$ cat src/rtl/frame_tx_pkg.sv
// Shared framing constants and state encoding for the vector-frame UART link.
// The receive side imports the same sync/terminator constants.
package frame_tx_pkg;

  localparam int          SYNC_BYTES = 8;
  localparam logic [31:0] TERM_WORD  = 32'h01010101;
  localparam logic [7:0]  BRIGHT_ON  = 8'h3F;

  typedef enum logic [2:0] {
    ST_IDLE,
    ST_SYNC,
    ST_FETCH,
    ST_POINT,
    ST_TERM,
    ST_FINISH
  } state_t;

  // Leading byte is 0x00/0x3F, never 0x01, so a point cannot alias the terminator.
  function automatic logic [31:0] encode_point(input logic [24:0] p);
    return {(p[24] ? BRIGHT_ON : 8'h00), p[23:0]};
  endfunction

endpackage

$ cat src/rtl/frame_tx_uart.sv
// 8N1 UART transmitter. One byte per i_Tx_DV while idle; o_Tx_Done pulses
// during the final cycle of the stop bit.
module uart_tx #(
  parameter int CLKS_PER_BIT = 217
) (
  input  logic       i_Clock,
  input  logic       i_Reset,
  input  logic       i_Tx_DV,
  input  logic [7:0] i_Tx_Byte,
  output logic       o_Tx_Active,
  output logic       o_Tx_Serial,
  output logic       o_Tx_Done
);

  localparam int CW = $clog2(CLKS_PER_BIT + 1);
  localparam logic [CW-1:0] BIT_LOAD = CW'(CLKS_PER_BIT - 1);

  typedef enum logic [1:0] {U_IDLE, U_START, U_DATA, U_STOP} uart_state_t;

  uart_state_t   state, state_next;
  logic [CW-1:0] clk_cnt;
  logic [2:0]    bit_idx;
  logic [7:0]    data;
  logic          bit_end;

  assign bit_end = (clk_cnt == '0);

  always_comb begin
    state_next = state;
    case (state)
      U_IDLE:  if (i_Tx_DV) state_next = U_START;
      U_START: if (bit_end) state_next = U_DATA;
      U_DATA:  if (bit_end && bit_idx == 3'd7) state_next = U_STOP;
      U_STOP:  if (bit_end) state_next = U_IDLE;
      default: state_next = U_IDLE;
    endcase
  end

  always_ff @(posedge i_Clock) begin
    if (i_Reset) begin
      state   <= U_IDLE;
      clk_cnt <= '0;
      bit_idx <= '0;
      data    <= '0;
    end else begin
      state <= state_next;
      if (state == U_IDLE || bit_end) clk_cnt <= BIT_LOAD;
      else                            clk_cnt <= clk_cnt - 1'b1;
      if (state == U_IDLE) begin
        bit_idx <= '0;
        if (i_Tx_DV) data <= i_Tx_Byte;
      end else if (state == U_DATA && bit_end) begin
        bit_idx <= bit_idx + 1'b1;
      end
    end
  end

  always_comb begin
    o_Tx_Serial = 1'b1;
    case (state)
      U_START: o_Tx_Serial = 1'b0;
      U_DATA:  o_Tx_Serial = data[bit_idx];
      default: o_Tx_Serial = 1'b1;
    endcase
  end

  assign o_Tx_Active = (state != U_IDLE);
  assign o_Tx_Done   = (state == U_STOP) && bit_end;

endmodule

$ cat src/rtl/frame_tx.sv
// Serializes one vector frame from the point RAM: 8 sync zeros, 4 bytes per point, terminator.
//   state  | meaning
//   IDLE   | waiting for start
//   SYNC   | sending the 8 zero sync bytes
//   FETCH  | address out, then capture RAM data (2 cycles)
//   POINT  | sending the 4 bytes of the current point
//   TERM   | sending the 4 terminator bytes
//   FINISH | done pulse, back to IDLE
module frame_tx
  import frame_tx_pkg::*;
#(
  parameter int index_bits   = 11,
  parameter int max_points   = 2000,
  parameter int clks_per_bit = 217
) (
  input  logic                  clk,
  input  logic                  reset,
  input  logic                  start,
  input  logic [index_bits-1:0] num_points,
  output logic [index_bits-1:0] read_address,
  input  logic [24:0]           point,
  output logic                  busy,
  output logic                  done,
  output logic                  tx
);

  localparam logic [index_bits-1:0] MAX_N = index_bits'(max_points);

  state_t                state, state_next;
  logic [2:0]            frame_cnt;
  logic [1:0]            byte_cnt;
  logic [index_bits-1:0] pt_idx;
  logic [index_bits-1:0] n_lat;
  logic [31:0]           shreg;
  logic                  fetch_hold;
  logic                  last_point;
  logic                  tx_dv, tx_active, tx_done;

  assign last_point = (pt_idx + 1'b1) >= n_lat;

  always_ff @(posedge clk) begin
    if (reset) state <= ST_IDLE;
    else       state <= state_next;
  end

  always_comb begin
    state_next = state;
    tx_dv      = 1'b0;
    case (state)
      ST_IDLE:   if (start) state_next = ST_SYNC;
      ST_SYNC: begin
        tx_dv = !tx_active;
        if (tx_done && frame_cnt == 3'(SYNC_BYTES - 1))
          state_next = (n_lat != '0) ? ST_FETCH : ST_TERM;
      end
      ST_FETCH:  if (fetch_hold) state_next = ST_POINT;
      ST_POINT: begin
        tx_dv = !tx_active;
        if (tx_done && byte_cnt == 2'd3)
          state_next = last_point ? ST_TERM : ST_FETCH;
      end
      ST_TERM: begin
        tx_dv = !tx_active;
        if (tx_done && frame_cnt == 3'd3) state_next = ST_FINISH;
      end
      ST_FINISH: state_next = ST_IDLE;
      default:   state_next = ST_IDLE;
    endcase
  end

  // The address is loaded on the edge into FETCH so RAM data lands on FETCH's second cycle.
  always_ff @(posedge clk) begin
    if (reset) begin
      frame_cnt    <= '0;
      byte_cnt     <= '0;
      pt_idx       <= '0;
      n_lat        <= '0;
      shreg        <= '0;
      fetch_hold   <= 1'b0;
      read_address <= '0;
    end else begin
      case (state)
        ST_IDLE: if (start) begin
          n_lat     <= (num_points > MAX_N) ? MAX_N : num_points;
          frame_cnt <= '0;
          pt_idx    <= '0;
          shreg     <= '0;
        end
        ST_SYNC: if (tx_done) begin
          frame_cnt <= frame_cnt + 1'b1;
          if (state_next == ST_FETCH) read_address <= '0;
          if (state_next == ST_TERM) begin
            frame_cnt <= '0;
            shreg     <= TERM_WORD;
          end
        end
        ST_FETCH: begin
          fetch_hold <= !fetch_hold;
          if (fetch_hold) begin
            shreg    <= encode_point(point);
            byte_cnt <= '0;
          end
        end
        ST_POINT: if (tx_done) begin
          byte_cnt <= byte_cnt + 1'b1;
          shreg    <= shreg << 8;
          if (state_next == ST_FETCH) begin
            pt_idx       <= pt_idx + 1'b1;
            read_address <= pt_idx + 1'b1;
          end
          if (state_next == ST_TERM) begin
            frame_cnt <= '0;
            shreg     <= TERM_WORD;
          end
        end
        ST_TERM: if (tx_done) begin
          frame_cnt <= frame_cnt + 1'b1;
          shreg     <= shreg << 8;
        end
        default: ;
      endcase
    end
  end

  assign busy = (state != ST_IDLE) && (state != ST_FINISH);
  assign done = (state == ST_FINISH);

  uart_tx #(.CLKS_PER_BIT(clks_per_bit)) u_uart_tx (
    .i_Clock    (clk),
    .i_Reset    (reset),
    .i_Tx_DV    (tx_dv),
    .i_Tx_Byte  (shreg[31:24]),
    .o_Tx_Active(tx_active),
    .o_Tx_Serial(tx),
    .o_Tx_Done  (tx_done)
  );

endmodule
$ cat config.mk
export PLATFORM = sky130hd
export DESIGN_NAME = frame_tx
export DESIGN_NICKNAME = d
export VERILOG_FILES = /design/src/rtl/frame_tx_pkg.sv /design/src/rtl/frame_tx_uart.sv /design/src/rtl/frame_tx.sv
export SDC_FILE = /design/constraint.sdc
export NUM_CORES = 1
export LEC_CHECK = 0
export BUFFER_PORTS_ARGS = -buffer_cell sky130_fd_sc_hd__buf_2
export CORE_ASPECT_RATIO = 0.7
export CORE_MARGIN = 10
export CORE_UTILIZATION = 45
export CTS_CLUSTER_SIZE = 14
export DETAILED_ROUTE_END_ITERATION = 7
export PLACE_DENSITY = 0.7
export SLEW_MARGIN = 30
export SYNTH_ARGS = -nofsm -noshare
export SYNTH_HDL_FRONTEND = slang
export SYNTH_HIERARCHICAL = 1
export SYNTH_SLANG_ARGS = --single-unit
export TNS_END_PERCENT = 10
$ cat constraint.sdc
create_clock -name clk -period 7.3 [get_ports clk]
set_clock_uncertainty 0.15 [all_clocks]
set_input_delay 0.73 -clock clk [delete_from_list [all_inputs] [get_ports clk]]
set_output_delay 0.73 -clock clk [all_outputs]
set_load 0.01 [all_outputs]
==> results.sh, run 1 <==
export IMPL_status="finished clean"
export IMPL_grt_max_degree=58
export IMPL_pwr_share_clk=0.400
export IMPL_vdd_drop_max_mv=0.106
export IMPL_synth_seq_cells=95
export IMPL_wl_um=12700
export IMPL_area_growth_pct=13.3
export IMPL_yosysTopAreaCellShare=0.380
export IMPL_n_fill_cell=991
export IMPL_seq_area_frac_synth=0.380
export IMPL_postPlaceCellArea_sq_um=5310
export IMPL_io_pin_count=53
export IMPL_fin_crit_ps=3850
export IMPL_clock_sinks=95
export IMPL_fin_setup_tns_ps=0
export IMPL_slew_violations=0
export IMPL_cts_root_buf="clkbuf_16"
export IMPL_synth_main_ff_cell="dfxtp_1"
export IMPL_layout_nets=642
export IMPL_cts_tree="built"
export IMPL_wl_per_cell_um=17.2
export IMPL_port_buffers=52
export IMPL_drc_errors=0
export IMPL_cp_start_kind="flop"
export IMPL_detail_route_first_pass_iterations=5
export IMPL_endpoint_kind="flop"
export IMPL_grt_overflow=0
export IMPL_crit_type="flop to flop"
export IMPL_via_count=4171
export IMPL_num_antenna_cells=0
export IMPL_synth_area_leaders="dfxtp_1 (38%), ha_1 (6.0%), o2bb2ai_2 (6.0%)"
export IMPL_cts_max_path_buffers=2
export IMPL_rows=32
export IMPL_grt_usage=0.159
export IMPL_cts_buffers=9
export IMPL_setup_viol=0
export IMPL_synth_common_cells="dfxtp_1 (95), nand2_1 (68), a21oi_1 (38)"
export IMPL_pwr_share_seq=0.420
export IMPL_core_sq_um=10900
export IMPL_sw_frac_of_total=0.280
export IMPL_yosysTopAreaCell="dfxtp_1"
export IMPL_ant_nets=0
export IMPL_synthMostInstantiatedCell="dfxtp_1"
export IMPL_timing_slew_headroom=0.427
export IMPL_drive_above_1_share=0.197
export IMPL_cts_resized_gates=0
export IMPL_pwr_density_cell_nw_per_um2=242
export IMPL_p_leak_nw=2.20
export IMPL_yosysWarnings=6
export IMPL_chipWidth_um=146
export IMPL_start_util=0.458
export IMPL_grt_pass1_vias=4012
export IMPL_r2r_setup_slack_ps=3450
export IMPL_hold_class="flop to flop"
export IMPL_finalHoldViolations=0
export IMPL_p_int_w=0.000987
export IMPL_rsz0062_at_grt="no"
export IMPL_clock_latency_ps=340
export IMPL_gp_congestion=0.897
export IMPL_synthArstFlopShare=0
export IMPL_p_sw_w=0.000384
export IMPL_cts_setup_buffers=0
export IMPL_p_comb_frac=0.180
export IMPL_syn_inst=544
export IMPL_fmax_ghz=0.260
export IMPL_hold_buffers=0
export IMPL_cp_data_arrival_time_ps=3930
export IMPL_avgSynthCellArea_sq_um=9.20
export IMPL_cp_max_fo=12
export IMPL_grt_pass1_wl_um=20800
export IMPL_maxCapViolCount=0
export IMPL_drt_iter0_markers=275
export IMPL_syn_num_nets=607
export IMPL_synth_edff_count=0
export IMPL_syn_cell_area_sq_um=5000
export IMPL_clk_pin_slew_worst_paths_ps=70
export IMPL_worstMarginPinSlew_ps=860
export IMPL_min_period_over_period=0.527
export IMPL_fp_dieH_um=108
export IMPL_yosys_cell_types_count=62
export IMPL_vias_per_cell=5.66
export IMPL_stdcell_area_sq_um=5670
export IMPL_crit_required_ps=7380
export IMPL_dp_hpwl_um=9120
export IMPL_antenna_found_initial=0
export IMPL_dieArea_sq_um=15800
export IMPL_h_tree_depth=3
stage by stage:
stage	power (W)	worst slack, ps	std cells	util	hold slack [ps]
floorplan	0.000774	4050	544	-	276
global placement	0.000819	3690	721	0.486	292
detailed placement	0.000829	3520	721	0.486	297
CTS	0.00138	3490	737	0.519	307
global route	0.00144	3200	737	0.519	332
finish	0.00137	3450	737	0.519	305
cells in the final DEF, fill, tap and decap left out, types with 4 or more instances in the layout:
cell and n:
a31oi_1 7, nand2b_1 5, nor2_1 36, a22oi_1 4, inv_1 25, a32oi_1 15, nand2_1 68, o22ai_1 4
nand3_1 31, and3_1 7, xor2_1 10, nor3_1 6, dfxtp_1 95, a32o_1 7, or3_1 4, and2_1 9
o2bb2ai_2 20, a22o_1 4, nor2b_1 5, a21oi_1 38, buf_4 4, xnor2_1 6, buf_2 52, mux2i_1 24
ha_1 24, clkbuf_16 9, o21ai_0 8
registers in the layout (all words and copies together), names as in the netlist:
| signal | count |
|---|---|
| u_uart_tx/clk_cnt | 8 |
| fetch_hold | 1 |
| state | 3 |
| read_address | 11 |
| shreg | 32 |
| n_lat | 11 |
| u_uart_tx/state | 2 |
| frame_cnt | 3 |
| pt_idx | 11 |
| byte_cnt | 2 |
| u_uart_tx/bit_idx | 3 |
| u_uart_tx/data | 8 |
path summary, 6_finish.rpt:
path / start / end / cells after the start
worst max-delay path: pt_idx[0]$_SDFFE_PP0P_ / pt_idx[0]$_SDFFE_PP0P_ / 14
worst min-delay path: u_uart_tx/data[0]$_SDFFE_PP0P_ / u_uart_tx/data[0]$_SDFFE_PP0P_ / 2
worst max register to register: pt_idx[0]$_SDFFE_PP0P_ / pt_idx[0]$_SDFFE_PP0P_ / 14
worst min register to register: u_uart_tx/data[0]$_SDFFE_PP0P_ / u_uart_tx/data[0]$_SDFFE_PP0P_ / 2
worst max-delay path: stages (launching register included):
cell	delay, ps
dfxtp_1	420
ha_1	240
nand3_1	130
nor2_1	300
nand3_1	140
xor2_1	290
inv_1	90
ha_1	310
a21oi_1	150
o21ai_0	160
nand3_1	170
o2111ai_2	300
a211oi_1	330
buf_4	240
mux2_2	340
layer usage:
metal | vias up | global-route usage | wire, um
li1 | 2042 | - | -
met1 | 1977 | 0.222 | 6310
met2 | 140 | 0.239 | 5300
met3 | 12 | 0.0451 | 947
met5 | - | 0 | 0
met4 | 0 | 0.0363 | 107
power by group through the flow:
stage,combinational (W),sequential (W),clock (W)
final,0.000247,0.000575,0.000549
after global routing,0.000276,0.000579,0.000581
after CTS,0.000247,0.000575,0.000556
after detailed placement,0.000243,0.000586,0
after global placement,0.000236,0.000584,0
after floorplan,0.000196,0.000578,0
cells by family after synthesis:
group                      after synthesis  share of synthesized area
AOI/OAI and AO/OA                      134                      0.228
adders and majority gates               24                     0.0600
xor gates and xnor gates                16                     0.0280
muxes                                   29                     0.0645
and+or+nand+nor                        188                      0.183
buffers and inverters                   58                     0.0567
DFF                                     95                      0.380
layout make-up:
| class | instances | area [sq um] | share of cell area |
|---|---|---|---|
| sequential | 95 | 1900 | 0.336 |
| timing repair buffer | 56 | 290 | 0.0512 |
| inverter | 26 | 97.6 | 0.0172 |
| multi-input combinational | 391 | 2830 | 0.500 |
| clock inverter | 6 | 115 | 0.0203 |
| clock buffer | 10 | 239 | 0.0422 |
| tap | 153 | 191 | 0.0338 |
Note: power is estimated with default switching activity, not from simulation.
==> run 2: changes to the inputs <==
- PLACE_DENSITY: 0.7 -> 0.72
- clock period: 7.3 -> 3.5 ns (I/O delays scaled with it)
==> results.sh, run 2 (synthesized netlist as in run 1, its figures left out) <==
export IMPL_status="finished clean"
export IMPL_core_sq_um=10900
export IMPL_cp_common_cell="nand3_1"
export IMPL_dieArea_sq_um=15800
export IMPL_endpoint_kind="flop"
export IMPL_crit_chain="ha_4 > nand3_2 > nor2_4 > nand3_1 > xor2_1 > inv_1 > ha_1 > a21oi_1 > o21ai_1 > nand3_1 > o2111ai_4 > buf_6 > a211oi_4 > buf_12 > mux2i_1"
export IMPL_reg2reg_to="read_address[7]$_SDFFE_PP0P_"
export IMPL_clock_sinks=95
export IMPL_worstMarginPinSlew_ps=848
export IMPL_n_fill_cell=989
export IMPL_crit_start="pt_idx[1]$_SDFFE_PP0P_"
export IMPL_cts_tree="built"
export IMPL_p_leak_nw=2.24
export IMPL_crit_end="read_address[7]$_SDFFE_PP0P_"
export IMPL_hold_class="input port to flop"
export IMPL_drive_above_1_share=0.224
export IMPL_antenna_found_initial=0
export IMPL_r2r_setup_slack_ps=90
export IMPL_rows=32
export IMPL_final_cells=752
export IMPL_via_count=4321
export IMPL_max_stage_delay_ps=420
export IMPL_layout_nets=657
export IMPL_min_period_over_period=0.973
export IMPL_vias_per_cell=5.75
export IMPL_ff2ff_path_depth=15
export IMPL_grt_pass1_wl_um=21400
export IMPL_fin_setup_tns_ps=0
export IMPL_regMostFlops="shreg"
export IMPL_num_antenna_cells=0
export IMPL_path_buf_inv=3
export IMPL_wl_per_cell_um=17.2
export IMPL_crit_family="compound AO/OA/AOI/OAI gates"
export IMPL_io_pin_count=53
export IMPL_grt_usage=0.162
export IMPL_grt_pass1_vias=4230
export IMPL_cts_max_path_buffers=2
export IMPL_final_cell_mix="dfxtp_1 (95), nand2_1 (68), buf_2 (52), a21oi_1 (37), nor2_1 (35)"
export IMPL_fmax_ghz=0.294
export IMPL_dp_hpwl_um=9480
export IMPL_fp_dieH_um=108
export IMPL_holdWs_ps=111
export IMPL_cp_max_fo=7
export IMPL_placed_cells=733
export IMPL_finalHoldViolations=0
export IMPL_cp_data_arrival_time_ps=3530
export IMPL_grt_max_degree=26
export IMPL_final_common_cell="dfxtp_1"
export IMPL_wl_um=13000
export IMPL_cp_start_kind="flop"
export IMPL_drc_errors=0
export IMPL_clk_pin_slew_worst_paths_ps=70
export IMPL_detail_route_first_pass_iterations=5
export IMPL_crit_type="flop to flop"
export IMPL_setup_viol=0
export IMPL_area_growth_pct=15.6
export IMPL_clock_latency_ps=340
export IMPL_cts_root_buf="clkbuf_16"
export IMPL_reg2reg_from="pt_idx[1]$_SDFFE_PP0P_"
export IMPL_largest_reg_flops=32
export IMPL_timing_slew_headroom=0.435
export IMPL_dp_slack_ps=-132
export IMPL_crit_required_ps=3620
export IMPL_gp_congestion=0.943
export IMPL_chipWidth_um=146
export IMPL_slew_violations=0
export IMPL_setup_slack_ps=93.0
export IMPL_start_util=0.458
export IMPL_fin_crit_ps=3410
export IMPL_h_tree_depth=3
export IMPL_drt_iter0_markers=275
export IMPL_worst_path_stages=15
export IMPL_cts_buffers=9
export IMPL_port_buffers=52
export IMPL_vdd_drop_max_mv=0.312
export IMPL_ant_nets=0
export IMPL_grt_overflow=0
export IMPL_slowest_stage="dfxtp_1"
export IMPL_maxCapViolCount=0
export IMPL_pwr_density_cell_nw_per_um2=465
## run 2: cell types whose count changed in the layout (fill, tap and decap cells not counted), sizes merged
cell      previous run  this run
clkinvlp             1         2
bufinv               3         1
clkinv               1         3
clkbuf              10        11
inv                 27        25
buf                 56        71
## run 2: worst reg2reg max path, delay by kind of cell (launching register included)
| family | cells | cell delay (ps) |
|---|---|---|
| adders and majority gates | 2 | 500 |
| buffers and inverters | 3 | 470 |
| muxes | 1 | 190 |
| DFF | 1 | 420 |
| AOI/OAI and AO/OA | 4 | 780 |
| and+or+nand+nor | 4 | 570 |
| xor gates and xnor gates | 1 | 250 |
## run 2: metrics by stage
step | util | area [sq um] | power [W]
CTS | 0.523 | 5720 | 0.00271
global route | 0.529 | 5790 | 0.00282
floorplan | - | 5000 | 0.00161
detailed placement | 0.494 | 5400 | 0.00175
finish | 0.529 | 5790 | 0.00269
global placement | 0.494 | 5400 | 0.00172
## run 2: area by class of cell
type	instances	area [sq um]	share of cell area
clock buffer	11	233	0.0402
timing repair buffer	71	419	0.0724
tap	153	191	0.0331
inverter	26	97.6	0.0169
sequential	95	1900	0.329
multi-input combinational	391	2890	0.499
clock inverter	5	58.8	0.0102
## run 2: report_power, final
part / leakage [nW] / internal (W) / switching, W
sequential: 0.769 / 0.00113 / 0.0000660
clock: 0.136 / 0.000554 / 0.000404
combinational: 1.34 / 0.000218 / 0.000319
total: 2.24 / 0.00191 / 0.000789
## run 2: how the worst min path moves through the flow
stage	to	startpoint	slack, ps	cells past startpoint
final	n_lat[2]$_SDFFE_PP0P_	num_points[2]	110	3
after global routing	n_lat[0]$_SDFFE_PP0P_	num_points[0]	120	3
after CTS	n_lat[2]$_SDFFE_PP0P_	num_points[2]	100	3
after detailed placement	u_uart_tx/data[7]$_SDFFE_PP0P_	u_uart_tx/data[7]$_SDFFE_PP0P_	300	2
after global placement	read_address[3]$_SDFFE_PP0P_	read_address[3]$_SDFFE_PP0P_	290	2
after floorplan	u_uart_tx/clk_cnt[0]$_SDFF_PP0_	u_uart_tx/clk_cnt[0]$_SDFF_PP0_	280	1
## run 2: timing repair
item	in CTS	in global routing
setup buffers	1	2
setup endpoints to repair	10	44
pin swaps	1	2
hold buffers	0	0
resized for setup	1	10
## run 2: routing by layer
layer	vias up	global-route usage	wire length, um
met5	-	0	0
li1	2078	-	-
met1	2049	0.227	6340
met4	0	0.0470	203
met3	16	0.0422	963
met2	178	0.242	5450
